**config.mk**
```make
export PLATFORM = sky130hd
export DESIGN_NAME = uart_tx_queue
export DESIGN_NICKNAME = d
export VERILOG_FILES = /design/src/rtl/uart_pkg.sv /design/src/rtl/uart_sync_fifo.sv /design/src/rtl/uart_tx_queue.sv
export SDC_FILE = /design/constraint.sdc
export NUM_CORES = 1
export LEC_CHECK = 0
export ABC_AREA = 1
export CAP_MARGIN = 20
export CORE_AREA = 5 5 140 142
export CTS_CLUSTER_DIAMETER = 60
export DETAILED_ROUTE_END_ITERATION = 8
export DIE_AREA = 0 0 145 147
export PLACE_DENSITY = 0.69
export SLEW_MARGIN = 10
export SYNTH_ARGS = -nofsm -noshare
export SYNTH_HDL_FRONTEND = slang
export SYNTH_SLANG_ARGS = --single-unit
```
**constraint.sdc**
```tcl
create_clock -name clk -period 2 [get_ports clk]
set_clock_uncertainty 0.1 [all_clocks]
set_input_delay 0.3 -clock clk [delete_from_list [all_inputs] [get_ports clk]]
set_output_delay 0.3 -clock clk [all_outputs]
set_load 0.02 [all_outputs]
```
**src/rtl/uart_pkg.sv**
```systemverilog
// Shared types and constants for the UART transmit path.
package uart_pkg;

    localparam int UART_DATA_W = 8;

    typedef enum logic [2:0] {
        IDLE,
        LAUNCH,
        WAIT_BUSY,
        WAIT_DONE,
        GAP
    } tx_state_t;

    function automatic int max_int(input int a, input int b);
        return (a > b) ? a : b;
    endfunction

endpackage

```
**src/rtl/uart_sync_fifo.sv**
```systemverilog
// Synchronous circular-buffer FIFO with flush; level is a separate 0..DEPTH counter.
module uart_sync_fifo #(
    parameter int WIDTH = 8,
    parameter int DEPTH = 16
) (
    input  logic                     clk,
    input  logic                     rst,
    input  logic                     i_push,
    input  logic                     i_pop,
    input  logic                     i_flush,
    input  logic [WIDTH-1:0]         i_data,
    output logic [WIDTH-1:0]         o_data,
    output logic                     o_full,
    output logic                     o_empty,
    output logic [$clog2(DEPTH):0]   o_level
);

    localparam int AW = $clog2(DEPTH);
    localparam logic [AW:0] LVL_FULL = (AW+1)'(DEPTH);

    logic [WIDTH-1:0] r_mem [DEPTH];
    logic [AW-1:0]    r_wr_ptr;
    logic [AW-1:0]    r_rd_ptr;
    logic [AW:0]      r_level;
    logic             w_push;
    logic             w_pop;

    assign o_full  = (r_level == LVL_FULL);
    assign o_empty = (r_level == '0);
    assign o_level = r_level;
    assign o_data  = r_mem[r_rd_ptr];

    // Full blocks a push even when a pop lands in the same cycle (no fall-through).
    assign w_push = i_push && !o_full;
    assign w_pop  = i_pop && !o_empty;

    always_ff @(posedge clk) begin
        if (rst || i_flush) begin
            r_wr_ptr <= '0;
            r_rd_ptr <= '0;
            r_level  <= '0;
        end else begin
            if (w_push) begin
                r_wr_ptr <= r_wr_ptr + 1'b1;
            end
            if (w_pop) begin
                r_rd_ptr <= r_rd_ptr + 1'b1;
            end
            if (w_push && !w_pop) begin
                r_level <= r_level + 1'b1;
            end else if (w_pop && !w_push) begin
                r_level <= r_level - 1'b1;
            end
        end
    end

    always_ff @(posedge clk) begin
        if (w_push && !i_flush && !rst) begin
            r_mem[r_wr_ptr] <= i_data;
        end
    end

endmodule

```
**src/rtl/uart_tx_queue.sv**
```systemverilog
// Transmit byte queue feeding uart_core: cts-gated launches, busy pacing,
// launch timeout and a fixed inter-frame gap.
module uart_tx_queue
    import uart_pkg::*;
#(
    parameter int DEPTH   = 16,
    parameter int BIT_CLK = 8,
    parameter int GAP_CLK = 8
) (
    input  logic                     clk,
    input  logic                     rst,
    input  logic [UART_DATA_W-1:0]   in_data,
    input  logic                     in_valid,
    output logic                     in_ready,
    input  logic                     flush,
    input  logic                     cts,
    output logic [UART_DATA_W-1:0]   core_txdata,
    output logic                     core_start,
    input  logic                     core_busy,
    output logic [$clog2(DEPTH):0]   level,
    output logic                     tx_timeout
);

    localparam int TO_CLK  = 2 * BIT_CLK;
    localparam int TMR_MAX = max_int(TO_CLK, GAP_CLK);
    localparam int TMR_W   = $clog2(TMR_MAX + 1);
    // Timeout window is measured from the start strobe, so the LAUNCH cycle counts.
    localparam logic [TMR_W-1:0] TO_LOAD  = TMR_W'(TO_CLK - 2);
    localparam logic [TMR_W-1:0] GAP_LOAD = TMR_W'(GAP_CLK - 1);

    tx_state_t              r_state;
    tx_state_t              w_state_nxt;
    logic [TMR_W-1:0]       r_timer;
    logic [TMR_W-1:0]       w_timer_nxt;
    logic                   r_core_start;
    logic [UART_DATA_W-1:0] r_core_txdata;
    logic                   r_tx_timeout;
    logic                   w_launch;
    logic                   w_pop;
    logic                   w_timeout_hit;
    logic                   w_full;
    logic                   w_empty;
    logic [UART_DATA_W-1:0] w_head;

    uart_sync_fifo #(
        .WIDTH (UART_DATA_W),
        .DEPTH (DEPTH)
    ) u_fifo (
        .clk     (clk),
        .rst     (rst),
        .i_push  (in_valid),
        .i_pop   (w_pop),
        .i_flush (flush),
        .i_data  (in_data),
        .o_data  (w_head),
        .o_full  (w_full),
        .o_empty (w_empty),
        .o_level (level)
    );

    assign in_ready    = !w_full;
    assign core_start  = r_core_start;
    assign core_txdata = r_core_txdata;
    assign tx_timeout  = r_tx_timeout;

    always_ff @(posedge clk) begin
        if (rst) begin
            r_state <= IDLE;
            r_timer <= '0;
        end else begin
            r_state <= w_state_nxt;
            r_timer <= w_timer_nxt;
        end
    end

    always_comb begin
        w_state_nxt   = r_state;
        w_timer_nxt   = r_timer;
        w_launch      = 1'b0;
        w_pop         = 1'b0;
        w_timeout_hit = 1'b0;
        case (r_state)
            IDLE: begin
                // A flush in the same cycle wins over a launch.
                if (!w_empty && cts && !flush) begin
                    w_launch    = 1'b1;
                    w_state_nxt = LAUNCH;
                end
            end
            LAUNCH: begin
                w_pop       = 1'b1;
                w_timer_nxt = TO_LOAD;
                w_state_nxt = WAIT_BUSY;
            end
            WAIT_BUSY: begin
                if (core_busy) begin
                    w_state_nxt = WAIT_DONE;
                end else if (r_timer == '0) begin
                    w_timeout_hit = 1'b1;
                    w_timer_nxt   = GAP_LOAD;
                    w_state_nxt   = GAP;
                end else begin
                    w_timer_nxt = r_timer - 1'b1;
                end
            end
            WAIT_DONE: begin
                if (!core_busy) begin
                    w_timer_nxt = GAP_LOAD;
                    w_state_nxt = GAP;
                end
            end
            GAP: begin
                if (r_timer == '0) begin
                    w_state_nxt = IDLE;
                end else begin
                    w_timer_nxt = r_timer - 1'b1;
                end
            end
            default: begin
                w_state_nxt = IDLE;
            end
        endcase
    end

    always_ff @(posedge clk) begin
        if (rst) begin
            r_core_start  <= 1'b0;
            r_core_txdata <= '0;
            r_tx_timeout  <= 1'b0;
        end else begin
            r_core_start <= w_launch;
            if (w_launch) begin
                r_core_txdata <= w_head;
            end
            if (w_timeout_hit) begin
                r_tx_timeout <= 1'b1;
            end
        end
    end

endmodule

```
* After elaboration in Yosys (flattened, before gate mapping) *
Memories as Yosys holds them, arrays and structs flattened. A register that Yosys moved wholly into a read port is not among the register bits.
Index checks and enable logic that the tools add are counted.

operators by class
  add/subtract/negate cells = 5
  equality and inequality tests = 11
  mux-type cells = 21
  reductions and logical operators = 22

operator list
  operator                                              number
  two-way mux 5 bit                                     6
  case mux 5 bit (4 select lines)                       1
  two-way mux 3 bit                                     5
  case mux 3 bit (5 select lines)                       1
  logical NOT 5 bit                                     2
  != test 2 bit (second input constant)                 5
  subtractor 5 x 1 -> 5 bit (second input constant)     2
  adder 4 x 1 -> 4 bit (second input constant)          2
  logical AND 1 bit                                     8
  two-way mux 1 bit                                     8
  AND reduction 4 bit                                   2
  equality test 3 x 2 -> 1 bit (second input constant)  2
  logical NOT 1 bit                                     6
  adder 5 x 1 -> 5 bit (second input constant)          1
  equality test 5 bit (second input constant)           1
  nonzero test 4 bit                                    1
  equality test 3 x 1 -> 1 bit (second input constant)  1
  equality test 3 bit (second input constant)           1
  logical NOT 3 bit                                     1
  != test 3 bit (second input constant)                 1
  nonzero test 2 bit                                    1
  logical OR 1 bit                                      1

storage, ports and cells
  bits in registers = 23
  bits in writable memories = 128
  bits of input ports = 14
  output and inout port bits = 16
  memories kept = 1

memories
  memory        words  width  rd ports  clocked after Yosys merged registers in  write ports  RTL line              text
  u_fifo.r_mem  16     8      1         1                                        1            uart_sync_fifo.sv:21  logic [WIDTH-1:0] r_mem [DEPTH];

* Longest topological paths before layout *
  depth in word-level cells = 7
  depth in mapped cells = 12

* Cells and area by module *
A second synthesis with hierarchy kept.

second synthesis, totals
  cells, all modules = 809
  area, all modules = 7464.7 µm²

modules (own cells, without submodules)
  module          instances  cells an instance  area an instance (µm²)
  uart_sync_fifo  1          661                6496.2
  uart_tx_queue   1          148                968.4

* Worst setup path before layout *
OpenSTA, ideal clock, no wires.

  kind = reg-to-reg
  start = reg u_fifo.r_level[1], in the netlist u_fifo.o_level[1]
  end = reg u_fifo.r_level[4], in the netlist u_fifo.o_level[4]
  setup time = 120 ps
  arrival time = 2269 ps
  required time = 1780 ps
  setup slack = -488 ps
  stages on the path, launching flop included = 13
  buffers on the path = 0
  clock period less this slack = 2488 ps
  path through = dfxtp_1 -> inv_1 -> nand4_1 -> nand2_1 -> inv_2 -> ha_1 -> inv_1 -> ha_1 -> a21oi_1 -> o21ai_0 -> and2_1 -> o21bai_1 -> a21oi_1

between the ends
  word-level cells in the longest chain between the ends = 6
  elaborated cells on any way between the ends = 15
  those cells by class = 2 x add/sub; 1 x eq/ne; 2 x mux; 10 x reduce/logical

RTL lines
  item                                 RTL line              text
  start, declared                      uart_sync_fifo.sv:24  logic [AW:0] r_level;
  start signal, assigned               uart_sync_fifo.sv:50  r_level <= r_level + 1'b1;
  start signal, assigned               uart_sync_fifo.sv:52  r_level <= r_level - 1'b1;
  equality test 5 bit (*)              uart_sync_fifo.sv:28  assign o_full = (r_level == LVL_FULL);
  logical NOT 1 bit (*)                -
  net in_ready                         uart_tx_queue.sv:14   output logic in_ready,
  logical AND 1 bit (*)                uart_sync_fifo.sv:34  assign w_push = i_push && !o_full;
  net u_fifo.w_push                    uart_sync_fifo.sv:25  logic w_push;
  logical NOT 1 bit                    uart_sync_fifo.sv:51  end else if (w_pop && !w_push) begin
  logical AND 1 bit                    uart_sync_fifo.sv:51
  nonzero test 2 bit (no source line)  -

Mark *: on every way through the listed nets, which the timed path passes. The rest lies on a longest branch. The select of a mux whose other input is x is not followed.
A chain may end at the register's enable or synchronous reset.

* Final worst setup path *
  start = reg r_state[2]
  end = reg u_fifo.r_level[4], in the netlist u_fifo.o_level[4]

between the ends
  word-level cells in the longest chain between the ends = 6
  elaborated cells on any way between the ends = 8
  those cells by class = 1 x eq/ne; 2 x mux; 5 x reduce/logical

RTL lines
  item                                                     RTL line              text
  start, declared                                          uart_tx_queue.sv:31   tx_state_t r_state;
  start signal, assigned                                   uart_tx_queue.sv:71   r_state <= w_state_nxt;
  equality test 3 x 1 -> 1 bit (*)                         uart_tx_queue.sv:82   case (r_state)
  two-way mux 1 bit (*)                                    uart_tx_queue.sv:82
  logical AND 1 bit (*)                                    uart_sync_fifo.sv:35  assign w_pop = i_pop && !o_empty;
  logical NOT 1 bit                                        uart_sync_fifo.sv:49  if (w_push && !w_pop) begin
  logical AND 1 bit                                        uart_sync_fifo.sv:49
  two-way mux 5 bit or nonzero test 2 bit (tied branches)  -

Mark *: on every way between the ends. The rest lies on a longest branch, timed or not.

==> qor.yml <==
run_status:
  status: "complete, no violations"
floorplan:
  core_area_mm2: 0.01833
  die_w_um: 145
  num_rows: 50
  die_h_um: 147
  initial_core_util: 0.3909
  dieArea_mm2: 0.02132
  boundaryPins: 30
cts:
  cts_hold_buf: 0
  path_clk_slew_ps: 60
  postCtsSetupRepairBufs: 0
  h-tree-depth: 4
  clk_latency_ps: 430
  cts_buffers: 17
  cts_root_buf: "clkbuf_16"
  cts_tree: "done"
  numClockSinks: 159
  cts_buffer_depth: 2
critical_path:
  r2r_slack_ps: 70
  crit_end: "u_fifo.o_level[4]"
  cp_data_arrival_time_ps: 2130
  required_ps: 2200
  crit_start: "r_state[2]"
  cp-start-kind: "flop"
  r2r-start: "r_state[2]"
  critPathMaxFanout: 4
  end_kind: "flop"
  r2r_cells: 12
  r2r_end: "u_fifo.o_level[4]"
  critPathKind: "flop to flop"
synth:
  syn-num-nets: 777
  synth_seq_cells: 159
  synth_edf_count: 128
  seq_area_frac_synth: 0.6230
  synth_area_leaders: "edfxtp_1, nand2_1, dfxtp_1, nand3_1, inv_1"
  ys_warn_count: 0
  syn_inst: 751
  async_flop_share: 0
  ys_types: 36
  syn_area_mm2: 0.007166
  yosys.area.top_type: "edfxtp_1"
  ys.flop_type: "edfxtp_1"
  avgSynthCellArea_um2: 9.541
  yosys.area.top_type_share: 0.5364
final_layout:
  drive_gt1_frac: 0.1294
  fillers: 1669
  layout.nets: 840
  syn_to_final_growth_pct: 19.73
  final_area_mm2: 0.008579
  antenna_cells: 0
sta:
  hold_viol: 0
  fin_crit_ps: 1926
  rsz0062_at_grt: "yes"
  post-route-period-util: 0.9631
  max-slew-margin-rel: 0.5601
  tightestPinTransition_ps: 657.8
  fin_tns_setup_ps: 0
  fmax_ghz: 0.5192
  setup_slack_ps: 73.87
  slew_violations: 0
  setup_viol: 0
placement:
  dp_hpwl_um: 10250
  io_buffers: 29
  place_congestion: 0.7967
  post-place-ws_ps: -101.3
  placed_area_mm2: 0.008003
worst_hold_path:
  hp-class: "flop to flop"
  holdCritStartpoint: "tx_timeout"
flow_run:
  drv_cap: 0
detailed_routing:
  routed_wl_um: 15710
  dr.pass1.iters: 5
  vias_per_cell: 4.803
  avgRoutedWirePerCell_um: 14.81
  drc: 0
  route.vias.total: 5096
  drt_iter0_drc: 427
  ant_nets: 0
power_and_ir_drop:
  ir_worst_vdd_mv: 0.6826
  seqPwrFrac: 0.448
  p_leak_nw: 3.576
  power_frac_comb: 0.193
  p_int_mw: 6.039
  p_switching_mw: 2.387
  swShare: 0.2833
  clkPwrFrac: 0.358
  powerDensity_mw_per_mm2: 982.1
  finalPower_mw: 8.426
global_routing:
  grt_max_degree: 65
  grt_overflow: 0
  grt_pass1_vias: 5123
  antenna_found_initial: 0
  grt_pass1_wl_um: 25530
  track_usage: 0.1512
[flip-flops by register name, indices dropped and copies added (netlist names)]
| register | cells |
|---|---|
| u_fifo.r_rd_ptr | 4 |
| core_start | 1 |
| u_fifo.r_wr_ptr | 4 |
| u_fifo.o_level | 5 |
| tx_timeout | 1 |
| u_fifo.r_mem | 128 |
| r_state | 3 |
| core_txdata | 8 |
| r_timer | 5 |
[worst min path at each step]
stage                               to  slack [ps]  cells past startpoint
global placement            tx_timeout         360                      2
finish                      tx_timeout         400                      2
global route                r_timer[0]         420                      2
CTS                         tx_timeout         400                      2
detailed placement          tx_timeout         380                      2
floorplan           u_fifo.r_mem[0][0]         300                      0
[critical path, cell delays in order (launching register included)]
cell	delay [ps]
dfxtp_2	340
inv_1	70
nand3_1	90
inv_1	110
nand2_2	90
ha_4	190
inv_6	80
ha_4	200
a21oi_2	120
o21ai_1	80
and2_1	140
o21bai_1	120
a21oi_1	70
[synth_stat cells, types with 2 or more instances]
master    number
nand2_1      241
ha_1          11
dfxtp_1       31
clkbuf_1       6
a21oi_1       15
buf_2         14
o21ai_1        3
buf_4          5
xor2_1         4
a31oi_1        2
inv_1         99
nor2_1        34
nand2_2        2
o21ai_0       11
nand4_1        2
buf_1          3
xnor2_1        3
o21a_1         8
nor3_1         3
a21oi_2        3
nor2_2         2
clkinv_1       2
edfxtp_1     128
inv_2          6
nand3_1      102
[metal layers]
layer | GRT usage | share of wire | vias to the layer above | routed length [um]
met4 | 0.07156 | 0.034 | 0 | 541
met5 | 0 | 0 | - | 0
met1 | 0.1795 | 0.42 | 2345 | 6591
met3 | 0.03917 | 0.051 | 44 | 800
met2 | 0.2567 | 0.50 | 130 | 7776
li1 | - | - | 2577 | -
[cell families (layout without fill, tap and decap cells)]
group                      count (synthesis)  count (layout)  share of synthesized area
AOI/OAI and AO/OA                         46              46                    0.03824
xor gates and xnor gates                   7               7                   0.008556
adders and majority gates                 12              12                    0.02200
buffers and inverters                    136             212                    0.07788
DFF                                      159             159                     0.6230
and+or+nand+nor                          391             391                     0.2303
[layout make-up]
cell class,instances,area (um^2),share of cell area
Sequential cell,159,4479,0.5221
Tap cell,234,292.8,0.03413
Clock inverter,12,111.4,0.01298
Inverter,107,411.6,0.04798
Multi-Input combinational cell,456,2216,0.2583
Timing Repair Buffer,73,631.9,0.07365
Clock buffer,20,436.7,0.05090
[repair_timing]
item | 4_1_cts | 5_1_grt
endpoints found under the setup margin | 1 | 2
gates resized for setup | 1 | 9
pin swaps | 0 | 5
[power groups by stage]
stage | combinational, mW | clock, mW | sequential (mW)
6_report | 1.63 | 3.02 | 3.78
5_1_grt | 1.82 | 3.21 | 3.79
4_1_cts | 1.62 | 3.07 | 3.77
3_5_place_dp | 1.62 | 0 | 3.84
3_3_place_gp | 1.60 | 0 | 3.84
2_1_floorplan | 1.06 | 0 | 3.90
[stage by stage]
step / cells / util / hold WS (ps)
global route: 1061 / 0.4681 / 421.0
CTS: 1061 / 0.4664 / 397.5
global placement: 1029 / 0.4366 / 361.9
detailed placement: 1029 / 0.4366 / 377.9
finish: 1061 / 0.4681 / 396.5
floorplan: 751 / - / 298.9
[placed cells by master (no fill, tap or decap), drive strengths merged]
master	netlist	final
buf	23	44
xnor2	3	3
o21a	8	8
clkinv	2	7
o21ai	14	14
clkbuf	6	20
nor3	3	3
fa	1	1
nand2	243	243
a31oi	2	2
edfxtp	128	128
nor3b	1	1
a211oi	1	1
nand4	2	2
a21oi	18	18
bufinv	0	1
nand3	103	103
o211ai	1	1
clkinvlp	0	3
dlygate4sd2	0	1
inv	105	108
nor2	38	38
ha	11	11
and2	1	1
clkdlybuf4s50	0	28
dfxtp	31	31
xor2	4	4
a21boi	1	1
o21bai	1	1
No activity file was read; power rests on OpenSTA's default activity.
